## src/rtl/bnn_serial_tx.sv

```systemverilog
// Strobe-qualified two-wire serial transmitter: one word per handshake, MSB first,
// optional even-parity bit, every level held long enough for a 3-flop synchronizer.
module bnn_serial_tx #(
  parameter int DATA_W      = 8,
  parameter int HOLD_CYCLES = 4,
  parameter int PARITY_EN   = 1,
  parameter int GAP_CYCLES  = 8
) (
  input  logic              clk,
  input  logic              reset_n,
  input  logic              tx_valid,
  input  logic [DATA_W-1:0] tx_data,
  output logic              tx_ready,
  output logic              ser_data,
  output logic              ser_strobe,
  output logic              busy,
  output logic              done
);
  localparam int NB   = DATA_W + ((PARITY_EN != 0) ? 1 : 0);
  localparam int CMAX = (HOLD_CYCLES > GAP_CYCLES) ? HOLD_CYCLES : GAP_CYCLES;
  localparam int CW   = $clog2(CMAX + 1);
  localparam int BW   = $clog2(NB + 1);
  localparam logic [CW-1:0] HOLD_LAST = CW'(HOLD_CYCLES - 1);
  localparam logic [CW-1:0] GAP_LAST  = CW'(GAP_CYCLES - 1);
  localparam logic [BW-1:0] BIT_LAST  = BW'(NB - 1);

  typedef enum logic [1:0] {IDLE, SETUP, STROBE, GAP} state_t;

  state_t          state_q, state_d;
  logic [CW-1:0]   cnt_q, cnt_d;
  logic [BW-1:0]   bit_q, bit_d;
  logic [NB-1:0]   sh_q, sh_d;
  logic [NB-1:0]   load_word;
  logic            data_d, strobe_d, done_d;

  // Parity rides in the LSB so it naturally goes out last.
  if (PARITY_EN != 0) begin : g_par
    assign load_word = {tx_data, ^tx_data};
  end else begin : g_nopar
    assign load_word = tx_data;
  end

  assign tx_ready = (state_q == IDLE);
  assign busy     = (state_q != IDLE);

  always_comb begin
    state_d = state_q;
    cnt_d   = cnt_q + 1'b1;
    bit_d   = bit_q;
    sh_d    = sh_q;
    done_d  = 1'b0;
    unique case (state_q)
      IDLE: begin
        cnt_d = '0;
        if (tx_valid) begin
          state_d = SETUP;
          bit_d   = '0;
          sh_d    = load_word;
        end
      end
      SETUP: if (cnt_q == HOLD_LAST) begin
        state_d = STROBE;
        cnt_d   = '0;
      end
      STROBE: if (cnt_q == HOLD_LAST) begin
        cnt_d = '0;
        if (bit_q == BIT_LAST) state_d = GAP;
        else begin
          state_d = SETUP;
          bit_d   = bit_q + 1'b1;
          sh_d    = sh_q << 1;
        end
      end
      GAP: if (cnt_q == GAP_LAST) begin
        state_d = IDLE;
        cnt_d   = '0;
        done_d  = 1'b1;
      end
      default: state_d = IDLE;
    endcase
    // Wire levels are computed from the next state so they leave a flop directly.
    data_d   = ((state_d == SETUP) || (state_d == STROBE)) && sh_d[NB-1];
    strobe_d = (state_d == STROBE);
  end

  always_ff @(posedge clk or negedge reset_n) begin
    if (!reset_n) begin
      state_q    <= IDLE;
      cnt_q      <= '0;
      bit_q      <= '0;
      sh_q       <= '0;
      ser_data   <= 1'b0;
      ser_strobe <= 1'b0;
      done       <= 1'b0;
    end else begin
      state_q    <= state_d;
      cnt_q      <= cnt_d;
      bit_q      <= bit_d;
      sh_q       <= sh_d;
      ser_data   <= data_d;
      ser_strobe <= strobe_d;
      done       <= done_d;
    end
  end
endmodule
```

## config.mk

```make
export PLATFORM = sky130hd
export DESIGN_NAME = bnn_serial_tx
export DESIGN_NICKNAME = d
export VERILOG_FILES = /design/src/rtl/bnn_serial_tx.sv
export SDC_FILE = /design/constraint.sdc
export NUM_CORES = 1
export LEC_CHECK = 0
export BUFFER_PORTS_ARGS = -buffer_cell sky130_fd_sc_hd__buf_2
export CORE_MARGIN = 10
export CORE_UTILIZATION = 55
export CTS_CLUSTER_SIZE = 12
export DETAILED_ROUTE_END_ITERATION = 8
export PLACE_DENSITY = 0.73
export SYNTH_ARGS = -nofsm -noshare
export SYNTH_HDL_FRONTEND = slang
export SYNTH_SLANG_ARGS = --single-unit
```

## constraint.sdc

```tcl
create_clock -name clk -period 2.7 [get_ports clk]
set_clock_uncertainty 0.1 [all_clocks]
set_input_delay 0.81 -clock clk [delete_from_list [all_inputs] [get_ports clk]]
set_output_delay 0.81 -clock clk [all_outputs]
set_load 0.02 [all_outputs]
```

Word-level counts from Yosys, hierarchy flattened
Cells that the tools add are included.
{"block": "classes", "mul": 0, "shift": 0, "magnitude_cmp": 0, "add_sub_neg": 2, "div_mod_pow": 0, "muxes": 19, "n_eq_ne": 11, "n_reduce_logical": 8, "bitwise_logic": 0}
{"cell": "two-way mux 9 bit", "n": 3}
{"cell": "two-way mux 4 bit", "n": 5}
{"cell": "case mux 9 bit (2 select lines)", "n": 1}
{"cell": "case mux 4 bit (3 select lines)", "n": 1}
{"cell": "two-way mux 2 bit", "n": 5}
{"cell": "adder 4 x 1 -> 4 bit (second input constant)", "n": 2}
{"cell": "case mux 2 bit (4 select lines)", "n": 1}
{"cell": "case mux 4 bit (2 select lines)", "n": 1}
{"cell": "XOR reduction 8 bit", "n": 1}
{"cell": "equality test 2 bit (second input constant)", "n": 3}
{"cell": "inequality test 2 bit (second input constant)", "n": 3}
{"cell": "equality test 2 x 1 -> 1 bit (second input constant)", "n": 2}
{"cell": "equality test 4 x 2 -> 1 bit (second input constant)", "n": 1}
{"cell": "equality test 4 x 3 -> 1 bit (second input constant)", "n": 1}
{"cell": "equality test 4 bit (second input constant)", "n": 1}
{"cell": "AND reduction 4 bit", "n": 1}
{"cell": "nonzero test 2 bit", "n": 2}
{"cell": "logical NOT 2 bit", "n": 1}
{"cell": "two-way mux 1 bit", "n": 2}
{"cell": "OR reduction 2 bit", "n": 1}
{"cell": "logical AND 1 bit", "n": 1}
{"cell": "logical OR 1 bit", "n": 1}
{"block": "totals", "regBits": 22, "out_inout_bits": 5, "latchBits": 0, "word_cells": 48, "rom_bits": 0, "mem_bits_rw": 0, "n_memories": 0, "inputBits": 11}

Depth between registers and ports, before layout
{"block": "logic_depth", "ltp_word": 7, "mapped_depth": 8, "ltp_nobuf": 8}

Worst setup path before layout
OpenSTA, ideal clock, no wires.
{"block": "synth_timing", "kind": "flip-flop to flip-flop", "start": "register state_q[0]", "end": "register ser_data", "arrival_ns": 2.061, "path_slack_ns": 0.461, "path_stages_with_launch": 8, "setup_ns": 0.077, "required_ns": 2.523, "synth_period_minus_slack_ns": 2.239, "path_buffers": 0, "cell_sequence": "dfrtp_1 inv_1 ha_1 or4b_2 a21oi_1 o31a_1 ha_1 a21oi_1"}
{"block": "synth_between", "elab_chain_cells": 5}
{"item": "from (decl)", "line": "29", "text": "state_t state_q, state_d;"}
{"item": "from (signal assigned)", "line": "96", "text": "state_q <= state_d;"}
{"item": "equality test 2 bit, or another cell as far along", "line": "52", "text": "unique case (state_q)"}
{"item": "case mux 2 bit (4 select lines)", "line": "52"}
{"item": "equality test 2 x 1 -> 1 bit / equality test 2 bit (equally long branches)", "line": "82", "text": "data_d = ((state_d == SETUP) || (state_d == STROBE)) && sh_d[NB-1];"}
{"item": "logical OR 1 bit", "line": "82"}
{"item": "logical AND 1 bit *", "line": "82"}
{"item": "net data_d", "line": "34", "text": "logic data_d, strobe_d, done_d;"}
{"item": "to (signal assigned)", "line": "100", "text": "ser_data <= data_d;"}
{"item": "to (decl)", "line": "14", "text": "output logic ser_data,"}
Mark *: on every way through the listed nets, which the timed path passes. The rest lies on a longest branch.
A chain may end at the register's enable or synchronous reset.

Final worst setup path
Same ends and word-level chain as after synthesis.

==> impl_metrics.ini <==
[pwr]
p_comb_share_pct = 39.5
seq_power_share_pct = 43.9
power_density_mw_per_mm2 = 757.9
ir_drop_v = 0.0004882
cellInternalPower_mw = 0.6815
power_mw = 1.068
clockPowerShare_pct = 16.6
p_sw_share_pct = 36.17
p_leak_nw = 0.6596
p_sw_mw = 0.3862

[global_routing]
grt_antenna_before_repair = 0
grt_max_degree = 23
grt_pass1_wl_mm = 4.050
grt_use_total_pct = 11.13
grt_pass1_vias = 898
overflow = 0

[worst_setup_path]
cp-start-kind = register
path_max_fanout = 8
worst_path_max_delay_cell = or4b_2
crit_buf_inv = 1
path_cells = inv_1, ha_1, or4b_2, a21oi_1, o31a_1, ha_1, a21oi_1
critical_path.top_delay_family = simple AND/OR/NAND/NOR gates
cp.arrival_ns = 2.56
cpPeakStageDelay_ns = 0.66
crit_path_end_kind = register
worstPathRequired_ns = 2.83
critical_path_class = reg2reg

[floorplanning]
die-height_um = 68.34
core_area_mm2 = 0.002212
dieArea_mm2 = 0.004670
chipWidth_um = 68.34
start_util_pct = 58.09
rows = 17
io_pins = 16

[cts]
cts_buffer_depth = 2
root_buffer = clkbuf_4
htreeDepth = 1
postCtsSetupRepairBufs = 0
cts_buffers = 3
ctsHoldBuffers = 0
clk_latency_ns = 0.30
cts_resized = 0
cts_num_sinks = 22
cts_tree = built
path_clk_slew_ns = 0.12

[sta]
fmax_mhz = 412.1
fin_crit_ns = 2.426
setup-tns-final_ns = 0
rsz0062_at_grt = no
hold_violations = 0
setup_viol = 0
slew_headroom_pct = 65.89
period_share_pct = 89.87
slew_violations = 0
worstMarginPinSlew_ns = 0.5079
fin_hold_ws_ns = 0.3381

[layout]
layout_common_cells = 22 x dfrtp_1, 15 x buf_2, 9 x nor2_1, 9 x ha_1, 8 x inv_1
area.growth.synth_to_final_pct = 9.640
final_util_pct = 63.69
final_common_cell = dfrtp_1
nets = 156
antennaDiodeCount = 0
drive_gt1_share_pct = 27.41
design_area_mm2 = 0.001409

[synthesis]
synthCells = 118
synth_edf_count = 0
synth_nets = 138
yosys_warnings = 0
synthFlopType = dfrtp_1
synth_area_per_cell_um2 = 10.89
synth_area_mm2 = 0.001285
synthArstFlopShare_pct = 100.0
ys_seq_elements = 22
synth-seq-area-share_pct = 42.84
synth_cell_types = 41

[place]
gp_congestion = 0.7625
dpl.hpwl_mm = 1.870
placed_area_mm2 = 0.001373
io_buffers = 15

[drt]
num_vias = 929
drt-initial-drc-count = 47
ant_nets = 0
drc_errors = 0
wl_per_cell_um = 14.73
detail_route.first_pass.iterations = 5
routed_wl_mm = 2.401
viasPerCell = 5.699

[run_status]
status = completed

[hold_path]
hp-class = in2async

[run]
cap_viol_max_count = 0
## layer usage
layer | vias up | GRT usage [%] | wire length (um)
met3 | 2 | 3.426 | 137
met2 | 16 | 16.16 | 1044
met5 | - | 0 | 0
met4 | 0 | 4.523 | 17
met1 | 448 | 14.96 | 1202
li1 | 463 | - | -
## cell families after synthesis
| group | Yosys count | synth area share (%) |
|---|---|---|
| buf+inv | 10 | 4.090 |
| mux | 4 | 3.408 |
| flops | 22 | 42.84 |
| compound gates | 29 | 17.92 |
| xor+xnor | 8 | 5.453 |
| simple gates | 36 | 17.53 |
| fa+ha+maj | 9 | 8.764 |
## synthesized netlist by cell type, types with 2 or more instances
| library cell | count | share of area (%) |
|---|---|---|
| dfrtp_1 | 22 | 43 |
| ha_1 | 9 | 8.8 |
| nor2_1 | 9 | 2.6 |
| inv_1 | 8 | 2.3 |
| a221o_1 | 7 | 5.5 |
| and3_2 | 7 | 4.1 |
| xnor2_1 | 6 | 4.1 |
| a21oi_1 | 5 | 1.9 |
| nand2_1 | 5 | 1.5 |
| mux2_2 | 3 | 2.6 |
| o21ai_0 | 3 | 1.2 |
| a211oi_1 | 2 | 1.2 |
| buf_6 | 2 | 1.8 |
| or2_2 | 2 | 0.97 |
| xor2_1 | 2 | 1.4 |
## cell type report
| cell class | count | area [um2] |
|---|---|---|
| fill | 190 | 803.3 |
| multi-input combinational | 86 | 681.9 |
| sequential | 22 | 550.5 |
| timing repair buffer | 15 | 75.07 |
| clock buffer | 4 | 36.28 |
| tap | 28 | 35.03 |
| inverter | 8 | 30.03 |
## worst register-to-register path, stage by stage, from the launching register on
cell     delay [ns]
dfrtp_1        0.44
inv_1          0.11
ha_1           0.32
or4b_2         0.66
a21oi_1        0.23
o31a_1         0.16
ha_1           0.22
a21oi_1        0.11
## power groups by stage
stage	clock [mW]	combinational, mW	sequential (mW)
finish	0.177	0.422	0.469
global route	0.202	0.471	0.480
CTS	0.183	0.423	0.469
detailed placement	0	0.422	0.473
global placement	0	0.413	0.472
floorplan	0	0.331	0.471
## flip-flops by register name, indices dropped and copies added (netlist names)
| register | flops |
|---|---|
| sh_q | 9 |
| bit_q | 4 |
| cnt_q | 4 |
| state_q | 2 |
| done | 1 |
| ser_data | 1 |
| ser_strobe | 1 |
## worst paths after layout
kind | startpoint | end | slack, ns | cells after the start
max | state_q[0] | ser_data | 0.27 | 7
min | reset_n | sh_q[4] | 0.34 | 1
max reg2reg | state_q[0] | ser_data | 0.27 | 7
min reg2reg | cnt_q[0] | cnt_q[0] | 0.37 | 1
max in group asynchronous | reset_n | cnt_q[0] | 1.83 | 1
min in group clk | cnt_q[0] | cnt_q[0] | 0.37 | 1
## stage by stage
| stage | setup WS [ns] | std cells |
|---|---|---|
| 2_1_floorplan | 0.4612 | 118 |
| 3_3_place_gp | 0.3329 | 159 |
| 3_5_place_dp | 0.2772 | 159 |
| 4_1_cts | 0.2757 | 163 |
| 5_1_grt | 0.1219 | 163 |
| 6_report | 0.2736 | 163 |
Note: power is estimated with default switching activity, not from simulation.
